[config.mk]
export PLATFORM = sky130hd
export DESIGN_NAME = tia_audio_channel
export DESIGN_NICKNAME = d
export VERILOG_FILES = /design/src/rtl/tia_audio_pkg.sv /design/src/rtl/tia_audio_lfsr.sv /design/src/rtl/tia_audio_channel.sv
export SDC_FILE = /design/constraint.sdc
export NUM_CORES = 1
export LEC_CHECK = 0
export BUFFER_PORTS_ARGS = -buffer_cell sky130_fd_sc_hd__buf_2
export CAP_MARGIN = 10
export CORE_AREA = 2 2 73 75
export CTS_BUF_LIST = sky130_fd_sc_hd__clkbuf_2 sky130_fd_sc_hd__clkbuf_4 sky130_fd_sc_hd__clkbuf_8
export DETAILED_ROUTE_END_ITERATION = 8
export DIE_AREA = 0 0 75 77
export GPL_TIMING_DRIVEN = 0
export PLACE_DENSITY = 0.72
export SLEW_MARGIN = 10
export SYNTH_ARGS = -nofsm -noshare
export SYNTH_HDL_FRONTEND = slang
export SYNTH_SLANG_ARGS = --single-unit
export TNS_END_PERCENT = 100
[constraint.sdc]
create_clock -name phi2 -period 2.7 [get_ports phi2]
set_input_delay 0.27 -clock phi2 [delete_from_list [all_inputs] [get_ports phi2]]
set_output_delay 0.27 -clock phi2 [all_outputs]
set_load 0.005 [all_outputs]
[src/rtl/tia_audio_pkg.sv]
// Shared constants for the TIA audio channel: AUDC modes, LFSR geometry and counter limits.
package tia_audio_pkg;

  localparam logic [3:0] AUDC_ONE_A    = 4'd0;
  localparam logic [3:0] AUDC_P4       = 4'd1;
  localparam logic [3:0] AUDC_P5_P4    = 4'd2;
  localparam logic [3:0] AUDC_P5       = 4'd3;
  localparam logic [3:0] AUDC_DIV2_A   = 4'd4;
  localparam logic [3:0] AUDC_DIV2_B   = 4'd5;
  localparam logic [3:0] AUDC_DIV31_A  = 4'd6;
  localparam logic [3:0] AUDC_P5_A     = 4'd7;
  localparam logic [3:0] AUDC_P9       = 4'd8;
  localparam logic [3:0] AUDC_P5_B     = 4'd9;
  localparam logic [3:0] AUDC_DIV31_B  = 4'd10;
  localparam logic [3:0] AUDC_ONE_B    = 4'd11;
  localparam logic [3:0] AUDC_DIV6_A   = 4'd12;
  localparam logic [3:0] AUDC_DIV6_B   = 4'd13;
  localparam logic [3:0] AUDC_DIV93    = 4'd14;
  localparam logic [3:0] AUDC_P5_DIV6  = 4'd15;

  localparam int P4_W   = 4;
  localparam int P4_TAP = 2;
  localparam int P5_W   = 5;
  localparam int P5_TAP = 2;
  localparam int P9_W   = 9;
  localparam int P9_TAP = 4;

  localparam logic [P4_W-1:0] P4_SEED = 4'hF;
  localparam logic [P5_W-1:0] P5_SEED = 5'h1F;
  localparam logic [P9_W-1:0] P9_SEED = 9'h1FF;

  localparam logic [4:0] C31_DUTY = 5'd18;
  localparam logic [2:0] C6_DUTY  = 3'd3;
  localparam logic [1:0] C3_LAST  = 2'd2;
  localparam logic [2:0] C6_LAST  = 3'd5;
  localparam logic [4:0] C31_LAST = 5'd30;

  // One advance request per generator, produced by the mode mux each cycle.
  typedef struct packed {
    logic p4;
    logic p5;
    logic p9;
    logic t2;
    logic c3;
    logic c6;
    logic c31;
  } gen_step_t;

endpackage

[src/rtl/tia_audio_lfsr.sv]
// Fibonacci LFSR: shifts left, feeds back q[WIDTH-1]^q[TAP]; resets to and recovers from zero into all-ones.
module tia_audio_lfsr #(
  parameter int WIDTH = 4,
  parameter int TAP   = 2
) (
  input  logic             phi2,
  input  logic             reset_bar,
  input  logic             step,
  output logic [WIDTH-1:0] q
);

  logic [WIDTH-1:0] q_next;

  assign q_next = {q[WIDTH-2:0], q[WIDTH-1] ^ q[TAP]};

  // A zero state would lock the register, so it is replaced by all-ones on the same step.
  always_ff @(posedge phi2 or negedge reset_bar) begin
    if (!reset_bar) begin
      q <= '1;
    end else if (step) begin
      q <= (q_next == '0) ? '1 : q_next;
    end
  end

endmodule

[src/rtl/tia_audio_channel.sv]
// One TIA audio channel: AUDC/AUDF/AUDV latches, AUDF divider, waveform generators, volume output.
// Optional debug readback ports audc_q/audf_q/audv_q are enabled by TIA_AUDIO_READBACK_EN.
module tia_audio_channel
  import tia_audio_pkg::*;
#(
  parameter int FREQ_W = 5,
  parameter int VOL_W  = 4
) (
  input  logic              phi2,
  input  logic              reset_bar,
  input  logic [7:0]        d,
  input  logic              auc,
  input  logic              auf,
  input  logic              auv,
  input  logic              aud_ce,
`ifdef TIA_AUDIO_READBACK_EN
  output logic [3:0]        audc_q,
  output logic [FREQ_W-1:0] audf_q,
  output logic [VOL_W-1:0]  audv_q,
`endif
  output logic [VOL_W-1:0]  aud_out
);

  logic [3:0]        audc;
  logic [FREQ_W-1:0] audf;
  logic [VOL_W-1:0]  audv;
  logic [FREQ_W-1:0] div;
  logic              tick;

  logic [P4_W-1:0]   p4;
  logic [P5_W-1:0]   p5;
  logic [P9_W-1:0]   p9;
  logic              t2;
  logic [1:0]        c3;
  logic [2:0]        c6;
  logic [4:0]        c31;

  gen_step_t         step;
  logic              w;

  logic              d_unused;
  assign d_unused = ^d[7:FREQ_W];

  always_ff @(posedge phi2 or negedge reset_bar) begin
    if (!reset_bar) begin
      audc <= '0;
      audf <= '0;
      audv <= '0;
    end else begin
      if (auc) audc <= d[3:0];
      if (auf) audf <= d[FREQ_W-1:0];
      if (auv) audv <= d[VOL_W-1:0];
    end
  end

  // >= rather than == so a smaller AUDF written mid-count ticks at once instead of wrapping.
  assign tick = aud_ce & (div >= audf);

  always_ff @(posedge phi2 or negedge reset_bar) begin
    if (!reset_bar) begin
      div <= '0;
    end else if (aud_ce) begin
      div <= tick ? '0 : div + 1'b1;
    end
  end

  always_comb begin
    step = '0;
    w    = 1'b1;
    case (audc)
      AUDC_P4: begin
        w       = p4[P4_W-1];
        step.p4 = tick;
      end
      AUDC_P5_P4: begin
        w       = p4[P4_W-1];
        step.p5 = tick;
        step.p4 = tick & p5[P5_W-1];
      end
      AUDC_P5, AUDC_P5_A, AUDC_P5_B: begin
        w       = p5[P5_W-1];
        step.p5 = tick;
      end
      AUDC_DIV2_A, AUDC_DIV2_B: begin
        w       = t2;
        step.t2 = tick;
      end
      AUDC_DIV31_A, AUDC_DIV31_B: begin
        w        = (c31 < C31_DUTY);
        step.c31 = tick;
      end
      AUDC_P9: begin
        w       = p9[P9_W-1];
        step.p9 = tick;
      end
      AUDC_DIV6_A, AUDC_DIV6_B: begin
        w       = (c6 < C6_DUTY);
        step.c6 = tick;
      end
      AUDC_DIV93: begin
        w        = (c31 < C31_DUTY);
        step.c3  = tick;
        step.c31 = tick & (c3 == C3_LAST);
      end
      AUDC_P5_DIV6: begin
        w       = (c6 < C6_DUTY);
        step.p5 = tick;
        step.c6 = tick & p5[P5_W-1];
      end
      default: begin
        w = 1'b1;
      end
    endcase
  end

  tia_audio_lfsr #(.WIDTH(P4_W), .TAP(P4_TAP)) u_p4 (
    .phi2(phi2), .reset_bar(reset_bar), .step(step.p4), .q(p4)
  );
  tia_audio_lfsr #(.WIDTH(P5_W), .TAP(P5_TAP)) u_p5 (
    .phi2(phi2), .reset_bar(reset_bar), .step(step.p5), .q(p5)
  );
  tia_audio_lfsr #(.WIDTH(P9_W), .TAP(P9_TAP)) u_p9 (
    .phi2(phi2), .reset_bar(reset_bar), .step(step.p9), .q(p9)
  );

  always_ff @(posedge phi2 or negedge reset_bar) begin
    if (!reset_bar) begin
      t2  <= 1'b0;
      c3  <= '0;
      c6  <= '0;
      c31 <= '0;
    end else begin
      if (step.t2)  t2  <= ~t2;
      if (step.c3)  c3  <= (c3 == C3_LAST) ? '0 : c3 + 2'd1;
      if (step.c6)  c6  <= (c6 == C6_LAST) ? '0 : c6 + 3'd1;
      if (step.c31) c31 <= (c31 == C31_LAST) ? '0 : c31 + 5'd1;
    end
  end

  always_ff @(posedge phi2 or negedge reset_bar) begin
    if (!reset_bar) begin
      aud_out <= '0;
    end else begin
      aud_out <= w ? audv : '0;
    end
  end

`ifdef TIA_AUDIO_READBACK_EN
  assign audc_q = audc;
  assign audf_q = audf;
  assign audv_q = audv;
`endif

endmodule

==> results of run 1 <==
==> per-stage QoR <==
| step | instance area, um2 | setup WS (ns) | hold WS [ns] | util |
|---|---|---|---|---|
| global route | 2915 | 0.5252 | 0.02710 | 0.5857 |
| finish | 2915 | 0.6544 | -0.01968 | 0.5857 |
| CTS | 2913 | 0.6310 | 0.1722 | 0.5852 |
| global placement | 2824 | 0.6958 | 0.4606 | 0.5674 |
| detailed placement | 2824 | 0.6465 | 0.4671 | 0.5674 |
| floorplan | 2671 | 0.9083 | -0.02559 | - |
==> layout make-up <==
cell class	instances	area [um2]
fill	431	2062
sequential	51	1299
multi-input combinational	169	1231
tap	70	87.58
buffer	10	77.57
clock buffer	6	76.32
timing repair buffer	13	67.56
inverter	17	63.81
clock inverter	2	12.51
==> kinds of logic after synthesis <==
group | count (synthesis) | share of synthesized area
simple gates | 73 | 0.1560
compound gates | 58 | 0.1494
flops | 51 | 0.4862
buf+inv | 27 | 0.05293
mux | 24 | 0.09836
fa+ha+maj | 8 | 0.03747
xor+xnor | 6 | 0.01967
==> cells in the mapped netlist (2+ instances only) <==
| cell | count |
|---|---|
| nor4_1 | 2 |
| nand2_1 | 14 |
| o2bb2ai_1 | 3 |
| or2_2 | 2 |
| a21oi_1 | 19 |
| a32o_1 | 2 |
| o21bai_1 | 2 |
| xor2_1 | 4 |
| a31oi_1 | 10 |
| nand2b_1 | 3 |
| buf_2 | 2 |
| mux2i_1 | 6 |
| nand4b_1 | 2 |
| a31o_2 | 2 |
| a21o_1 | 4 |
| xnor2_1 | 2 |
| dfrtp_1 | 33 |
| nor3b_2 | 2 |
| o21ai_0 | 8 |
| mux2_2 | 15 |
| nor2_1 | 19 |
| inv_1 | 16 |
| nor3_1 | 5 |
| buf_6 | 4 |
| nand3_1 | 6 |
| dfstp_2 | 18 |
| buf_4 | 2 |
| mux2_1 | 3 |
| clkbuf_1 | 2 |
| nor2_2 | 2 |
| ha_1 | 8 |
| nand4_1 | 3 |
| nor2b_1 | 6 |
==> report_power, final <==
| part | internal, uW | total [uW] | switching, uW |
|---|---|---|---|
| Combinational | 393 | 841 | 447 |
| Sequential | 1070 | 1260 | 196 |
| Clock | 192 | 440 | 249 |
| Total | 1650 | 2540 | 892 |
==> sequential cells by signal, summed over array words and instances (netlist names) <==
register  count
c31           5
u_p9.q        9
c6            3
div           5
u_p5.q        5
u_p4.q        4
c3            2
audf          5
aud_out       4
audv          4
audc          4
t2            1
==> layer usage <==
layer | wire (um) | share of wire
met1 | 2276 | 0.49
met2 | 2258 | 0.48
met3 | 72 | 0.015
met4 | 59 | 0.013
met5 | 0 | 0
==> final timing paths <==
check,end,slack (ns),depth (start not counted)
setup / recovery,u_p4.q[0],0.65,6
hold / removal,audf[0],-0.02,1
setup reg to reg,u_p4.q[0],0.65,6
hold reg to reg,t2,0.48,1
max in group asynchronous,c31[0],2.30,1
min in group phi2,audf[4],0.17,3
==> worst max-delay path, cell delays in order (launching register included) <==
cell and delay [ns]:
dfrtp_1 0.45, ha_1 0.31, a21o_1 0.15, a31oi_1 0.22, o22ai_2 0.21, nand3_1 0.26, mux2_2 0.37
==> layout by cell type (no fill, tap or decap), types with 2 or more instances in the layout <==
master     synthesis  routed
a21oi_1           19      19
nor3_1             5       5
o21bai_1           2       2
mux2i_1            6       6
a32o_1             2       2
dfstp_2           18      18
nor2b_1            6       6
dfrtp_1           33      33
buf_4              2       3
inv_1             16      16
nor3b_2            2       2
ha_1               8       8
a21o_1             4       4
a31oi_1           10      10
a31o_2             2       2
nand4b_1           2       2
xor2_1             4       4
nor2_2             2       2
mux2_2            15      15
nand2b_1           3       3
nand3_1            6       6
xnor2_1            2       2
or2_2              2       2
mux2_1             3       3
nand2_1           14      14
buf_6              4       4
nand4_1            3       3
o21ai_0            8       8
clkbuf_8           0       5
nor4_1             2       2
clkbuf_1           2       2
buf_2              2      14
o2bb2ai_1          3       3
nor2_1            19      19
==> flow_summary.ini, run 1 <==
[floorplan]
die_area_um2 = 5775
die_x_um = 75
initial_utilization = 0.5367
io_pins = 18
die_h_um = 77
row_count = 26
core_um2 = 4977

[finish]
drive_above_1_share = 0.2948
area.growth.synth_to_final_pct = 9.134
antenna_cells = 0
layoutNonFillerInstCount = 338
nNetsFinal = 289

[clock_tree]
post_cts_buffers = 0
cts.root.buffer_cell = clkbuf_8
cts_made_buffers = 5
cts_hold_buf = 0
cts_sinks = 51
cts-htree-levels = 2
cts.clk_slew.worst_paths_ns = 0.09
postCtsResizedCells = 0
cts_buffer_depth = 2
cts_tree = yes
clock_latency_ns = 0.30

[critical_path]
endpoint_kind = register
start_kind = register
worstPathMaxFanout = 6
cp_data_required_time_ns = 2.93
critPathLaunch = div[2]
path_class = register to register
arrival_ns = 2.28
reg2reg_from = div[2]

[sta]
grt_setup_unrepaired = no
tns_ns = 0
fin_crit_sh = 0.7576
holdWs_ns = -0.01968
worstMarginPinSlew_ns = 0.6314
fin_skew_ns = 0.007540
clock.fmax_ghz = 0.4888
fin_crit_ns = 2.046
maxSlewHeadroom = 0.5791
setup_viol = 0
finalHoldViolCount = 28
slew_violations = 0

[place]
dp_hpwl_mm = 3.314
gp_congestion = 0.7607
io_buffers = 13
place_inst = 330

[drt]
drt_iter0_drc = 156
wl_per_cell_um = 13.81
wl_mm = 4.667
vias = 1816
drc = 0
routed_via_density = 5.373
ant_nets = 0
drt_first_pass_iters = 4

[global_routing]
antenna_found_initial = 0
met3_usage = 0.03942
met1_usage = 0.2421
met2_usage = 0.2904
grt_max_degree = 52
grt_usage = 0.1823
grt_pass1_vias = 1821
grt-ovfl-total = 0
busiest_layer = met2
grt_pass1_wl_mm = 8.231

[yosys]
synth_nets = 269
synth_top_area_share = 0.3091
synth.avg_cell_area_um2 = 10.82
synth.distinct_cells = 49
synthCells = 247
synth_seq_cells = 51
synth_async_sr_flop_share = 1.000
yosysTopAreaCell = dfrtp_1
synth_area_leaders = dfrtp_1 31%, dfstp_2 18%, mux2_2 6.3%
synth-seq-area-share = 0.4862
synth_edf_count = 0
syn_area_um2 = 2671
synth-warning-count = 0
synth_flop_cell = dfrtp_1

[outcome]
violations = negative hold slack
status = finished with violations

[pwr]
vdd_ir_drop_max_v = 0.0005162
power_density_nw_per_um2 = 872.5
p_leak_uw = 0.001341
power_uw = 2544

[job]
cap_violations = 0

[min_path]
hold_class = primary input to async pin
No activity file was read; power rests on OpenSTA's default activity.
==> run 2, diff against run 1 <==
Settings changed: ABC_AREA set to 1, CORE_AREA 2 2 73 75 to 2 2 75 77, DIE_AREA 0 0 75 77 to 0 0 77 79, PLACE_DENSITY 0.72 to 0.74.
Clock period 2.7 ns to 1.8 ns, I/O delays scaled along.
==> flow_summary.ini, run 2 <==
[outcome]
status = completed

[critical_path]
arrival_ns = 1.95
crit_top_cell = nand2_1
worstReg2RegEnd = u_p5.q[2]
cpMaxStageDelayCell = dfrtp_1
critPathLaunch = div[2]
crit_family = simple AND/OR/NAND/NOR gates
path_buf_inv = 1
slowest_delay_ns = 0.42
reg2reg_from = div[2]
cp_cell_sequence = ha_1 -> nand2_1 -> nand2_1 -> nand2_1 -> nand2_1 -> nor2_4 -> nor2_4 -> buf_6 -> nand3_1 -> nand2_1
worstPathMaxFanout = 7
r2r_cells = 10
path_class = register to register
endpoint_kind = register
cp_data_required_time_ns = 2.05
start_kind = register
reg2reg_slack_ns = 0.09

[floorplan]
io_pins = 18
initial_utilization = 0.5251
core_um2 = 5338
die_h_um = 79
die_x_um = 77
row_count = 27
die_area_um2 = 6083

[yosys]
synth_compound_area_frac = 0.04196
synth-adder-area-share = 0.03571
synth_flop_cell = dfrtp_1
yosysTopAreaCell = dfrtp_1
muxShareOfSynthArea = 0.004018
synth_async_sr_flop_share = 1.000
synthSimpleGateAreaFrac = 0.3464
synth_nets = 393
synth-seq-area-share = 0.4634
synth_area_leaders = dfrtp_1 29%, nand2_1 17%, dfstp_2 17%
synth_seq_cells = 51
synth-warning-count = 0
yosysMostFrequentCell = nand2_1
synth_edf_count = 0
synth_top_family_by_area = simple AND/OR/NAND/NOR gates
synthXorXnorAreaFrac = 0.02188
synth_commonest_cells = 127 x nand2_1, 49 x inv_1, 45 x nand3_1
synth.distinct_cells = 28
synth_top_area_share = 0.2946
synth.avg_cell_area_um2 = 7.554
synthCells = 371
syn_area_um2 = 2803

[global_routing]
grt_pass1_vias = 2192
grt_usage = 0.1892
antenna_found_initial = 0
grt_pass1_wl_mm = 9.294
grt_max_degree = 52
grt-ovfl-total = 0

[min_path]
worstHoldStart = d[4]
hold_class = primary input to register
whs_path_depth = 3
min_to = audf[4]

[drt]
wl_per_cell_um = 11.59
drt_iter0_drc = 113
routed_via_density = 4.934
drt_first_pass_iters = 4
vias = 2314
drc = 0
wl_mm = 5.437
ant_nets = 0

[finish]
nNetsFinal = 418
most-common-layout-cells = 123 x nand2_1, 47 x inv_1, 36 x nand3_1
largest_reg_flops = 9
antenna_cells = 0
final_common_cell = nand2_1
drive_above_1_share = 0.2116
top_register = u_p9.q
fin_util = 0.5978
area.growth.synth_to_final_pct = 13.84

[pwr]
vdd_ir_drop_max_v = 0.0009273
power_uw = 4313
power_density_nw_per_um2 = 1352
p_leak_uw = 0.001638

[place]
gp_congestion = 0.8998
dp_hpwl_mm = 3.684
io_buffers = 13

[clock_tree]
cts-htree-levels = 2
clock_latency_ns = 0.30
cts_sinks = 51
cts.root.buffer_cell = clkbuf_8
cts_buffer_depth = 2
cts.clk_slew.worst_paths_ns = 0.09
cts_made_buffers = 5
cts_tree = yes

[sta]
fin_crit_sh = 0.9474
clock.fmax_ghz = 0.5864
worstMarginPinSlew_ns = 0.6358
maxSlewHeadroom = 0.5762
fin_skew_ns = 0.004796
grt_setup_unrepaired = yes
fin_crit_ns = 1.705
setup_viol = 0
finalHoldViolCount = 0
slew_violations = 0

[job]
cap_violations = 0
==> run 2: cell types whose count changed in the layout (fill, tap and decap cells not counted), moves of 12 or more <==
cell     delta
nand2_1   +109
inv_1      +31
nand3_1    +30
a21oi_1    -15
mux2_2     -14
nor2_1     +13
nand3_2    +12
==> run 2: layer usage <==
| metal | GRT usage | routed length, um | up-vias |
|---|---|---|---|
| met4 | 0.06964 | 75 | 0 |
| met5 | 0 | 0 | - |
| met2 | 0.3298 | 2599 | 26 |
| met3 | 0.03068 | 137 | 8 |
| met1 | 0.2389 | 2624 | 1078 |
| li1 | - | - | 1202 |
==> run 2: worst max path at each step <==
stage	endpoint	slack, ns	depth (start not counted)
after floorplan	c31[3]	0.27	10
after global placement	c6[2]	0.05	11
after detailed placement	c6[1]	0.06	11
after CTS	c6[1]	0.03	11
after global routing	c3[0]	-0.03	10
final	u_p5.q[2]	0.09	10
==> run 2: final cells by class <==
class                           instances  area, um2
Fill cell                             521       2147
Timing Repair Buffer                   18      118.9
Sequential cell                        51       1299
Clock inverter                          3      15.01
Tap cell                               72      90.09
Clock buffer                            5      68.82
Buffer                                  7      55.05
Inverter                               52      195.2
Multi-Input combinational cell        261       1349
==> run 2: kinds of logic (layout without fill, tap and decap cells) <==
family,count (synthesis),in the layout
flops,51,51
mux,1,1
xor+xnor,7,7
fa+ha+maj,8,8
compound gates,22,22
simple gates,223,223
buf+inv,59,85
==> run 2: tightest hold or removal path, stage by stage <==
cell,delay (ns)
buf_2,0.07
nand2_1,0.03
o21ai_0,0.07
==> run 2: repair_timing <==
action	in CTS	in global routing
endpoints found under the hold margin	0	33
resized for setup	0	29
endpoints found under the setup margin	0	30
hold buffers	0	1
buffers inserted	0	1
==> run 2: per-stage QoR <==
stage	hold WS, ns	cells	TNS, ns	setup WS [ns]	cell area, um2
floorplan	-0.1156	371	0	0.2700	2803
global placement	0.4020	456	0	0.05206	2958
detailed placement	0.4069	456	0	0.06152	2958
CTS	0.08254	464	0	0.02949	3042
global route	0.1189	469	-0.4119	-0.03000	3191
finish	0.09048	469	0	0.09463	3191
==> run 2: report_power, final <==
part	internal, uW	switching, uW
sequential	1610	284
combinational	689	1090
clock	267	376
==> run 3, diff against run 2 <==
Settings changed: GPL_TIMING_DRIVEN 0 to unset.
==> flow_summary.ini, run 3 (synthesis results as in run 2) <==
[global_routing]
grt-ovfl-total = 0
grt_usage = 0.1949
antenna_found_initial = 0
grt_pass1_wl_mm = 9.480
grt_max_degree = 30
grt_pass1_vias = 2127

[pwr]
power_density_nw_per_um2 = 1387
power_uw = 4334
vdd_ir_drop_max_v = 0.0008194
p_leak_uw = 0.001633

[finish]
final_common_cell = nand2_1
drive_above_1_share = 0.1654
fin_util = 0.5856
most-common-layout-cells = 127 x nand2_1, 49 x inv_1, 45 x nand3_1
largest_reg_flops = 9
nNetsFinal = 414
fillers = 516
area.growth.synth_to_final_pct = 11.52
top_register = u_p9.q
antenna_cells = 0

[drt]
drt_first_pass_iters = 4
wl_mm = 5.226
drc = 0
routed_via_density = 4.908
drt_iter0_drc = 196
ant_nets = 0
wl_per_cell_um = 11.24
vias = 2282

[clock_tree]
clock_latency_ns = 0.30
cts_sinks = 51
cts.root.buffer_cell = clkbuf_8
cts_made_buffers = 5
cts_buffer_depth = 2
cts_tree = yes
cts-htree-levels = 2
cts.clk_slew.worst_paths_ns = 0.09

[sta]
finalHoldViolCount = 0
slew_violations = 0
maxSlewHeadroom = 0.6456
holdWs_ns = 0.07511
worstMarginPinSlew_ns = 0.5315
fin_crit_sh = 0.9275
clock.fmax_ghz = 0.5990
fin_crit_ns = 1.670
setup_viol = 0
fin_skew_ns = 0.008375

[place]
dp_hpwl_mm = 3.781
io_buffers = 14
gp_congestion = 0.8545

[critical_path]
r2r_cells = 12
arrival_ns = 1.87
worstPathMaxFanout = 7
start_kind = register
path_class = register to register
endpoint_kind = register
cp_data_required_time_ns = 2.00

[job]
cap_violations = 0

[floorplan]
die_area_um2 = 6083
die_x_um = 77
initial_utilization = 0.5251
row_count = 27
io_pins = 18
core_um2 = 5338
die_h_um = 79

[outcome]
status = completed

[min_path]
whs_path_depth = 3
hold_class = primary input to register
## run 3: cell types whose count changed in the layout (fill, tap and decap cells not counted), moves of 3 or more
cell and change:
nand3_1 +9, nand3_2 -9, buf_6 -6, nand2_1 +4, buf_12 +3, nand2_2 -3
## run 3: worst max-delay path, stage by stage (launching register included)
cell and delay (ns):
dfrtp_1 0.38, inv_1 0.08, ha_1 0.27, inv_1 0.03, nand2_1 0.05, nand2_1 0.06, nor2_2 0.11, inv_1 0.05
nand2_1 0.11, buf_12 0.14, nand3_1 0.12, nand2_1 0.11, nand2_1 0.05
## run 3: through the flow
step | cell area, um2 | setup TNS, ns | cells | worst slack, ns
6_report | 3126 | 0 | 465 | 0.1305
5_1_grt | 3126 | -0.03455 | 465 | -0.01336
4_1_cts | 3105 | 0 | 463 | 0.08179
3_5_place_dp | 2983 | 0 | 454 | 0.08885
3_3_place_gp | 2983 | 0 | 454 | 0.1473
2_1_floorplan | 2803 | 0 | 371 | 0.2700
## run 3: what timing repair did
item	CTS	global route
endpoints found under the hold margin	19	0
resized for setup	0	2
hold buffers	1	0
buffers inserted	0	2
endpoints found under the setup margin	0	29
## run 3: worst paths after layout
| check | start | end | slack (ns) |
|---|---|---|---|
| worst max-delay path | div[0] | c6[1] | 0.13 |
| worst min-delay path | d[4] | audf[4] | 0.08 |
| worst max register to register | div[0] | c6[1] | 0.13 |
| worst min register to register | u_p5.q[3] | u_p5.q[3] | 0.47 |
| max in group asynchronous | reset_bar | u_p5.q[4] | 0.80 |
| min in group asynchronous | reset_bar | aud_out[1] | 0.37 |
## run 3: final cells by class
cell class	count	area, um2	share of cell area
multi-input cells	261	1266	0.4051
clock buffers	5	68.82	0.02202
well taps	72	90.09	0.02882
flip-flops and latches	51	1299	0.4155
inverters	52	195.2	0.06245
clock inverters	3	43.79	0.01401
repair buffers	21	162.7	0.05204
## run 3: routing by layer
| layer | share of wire | track usage |
|---|---|---|
| met3 | 0.024 | 0.03409 |
| met1 | 0.48 | 0.2437 |
| met4 | 0.015 | 0.06964 |
| met5 | 0 | 0 |
| met2 | 0.49 | 0.3412 |
## run 3: power by group
group / internal [uW] / switching [uW] / leakage, uW
logic: 656 / 988 / 0.000964
registers: 1610 / 292 / 0.000611
clock network: 414 / 378 / 0.0000581
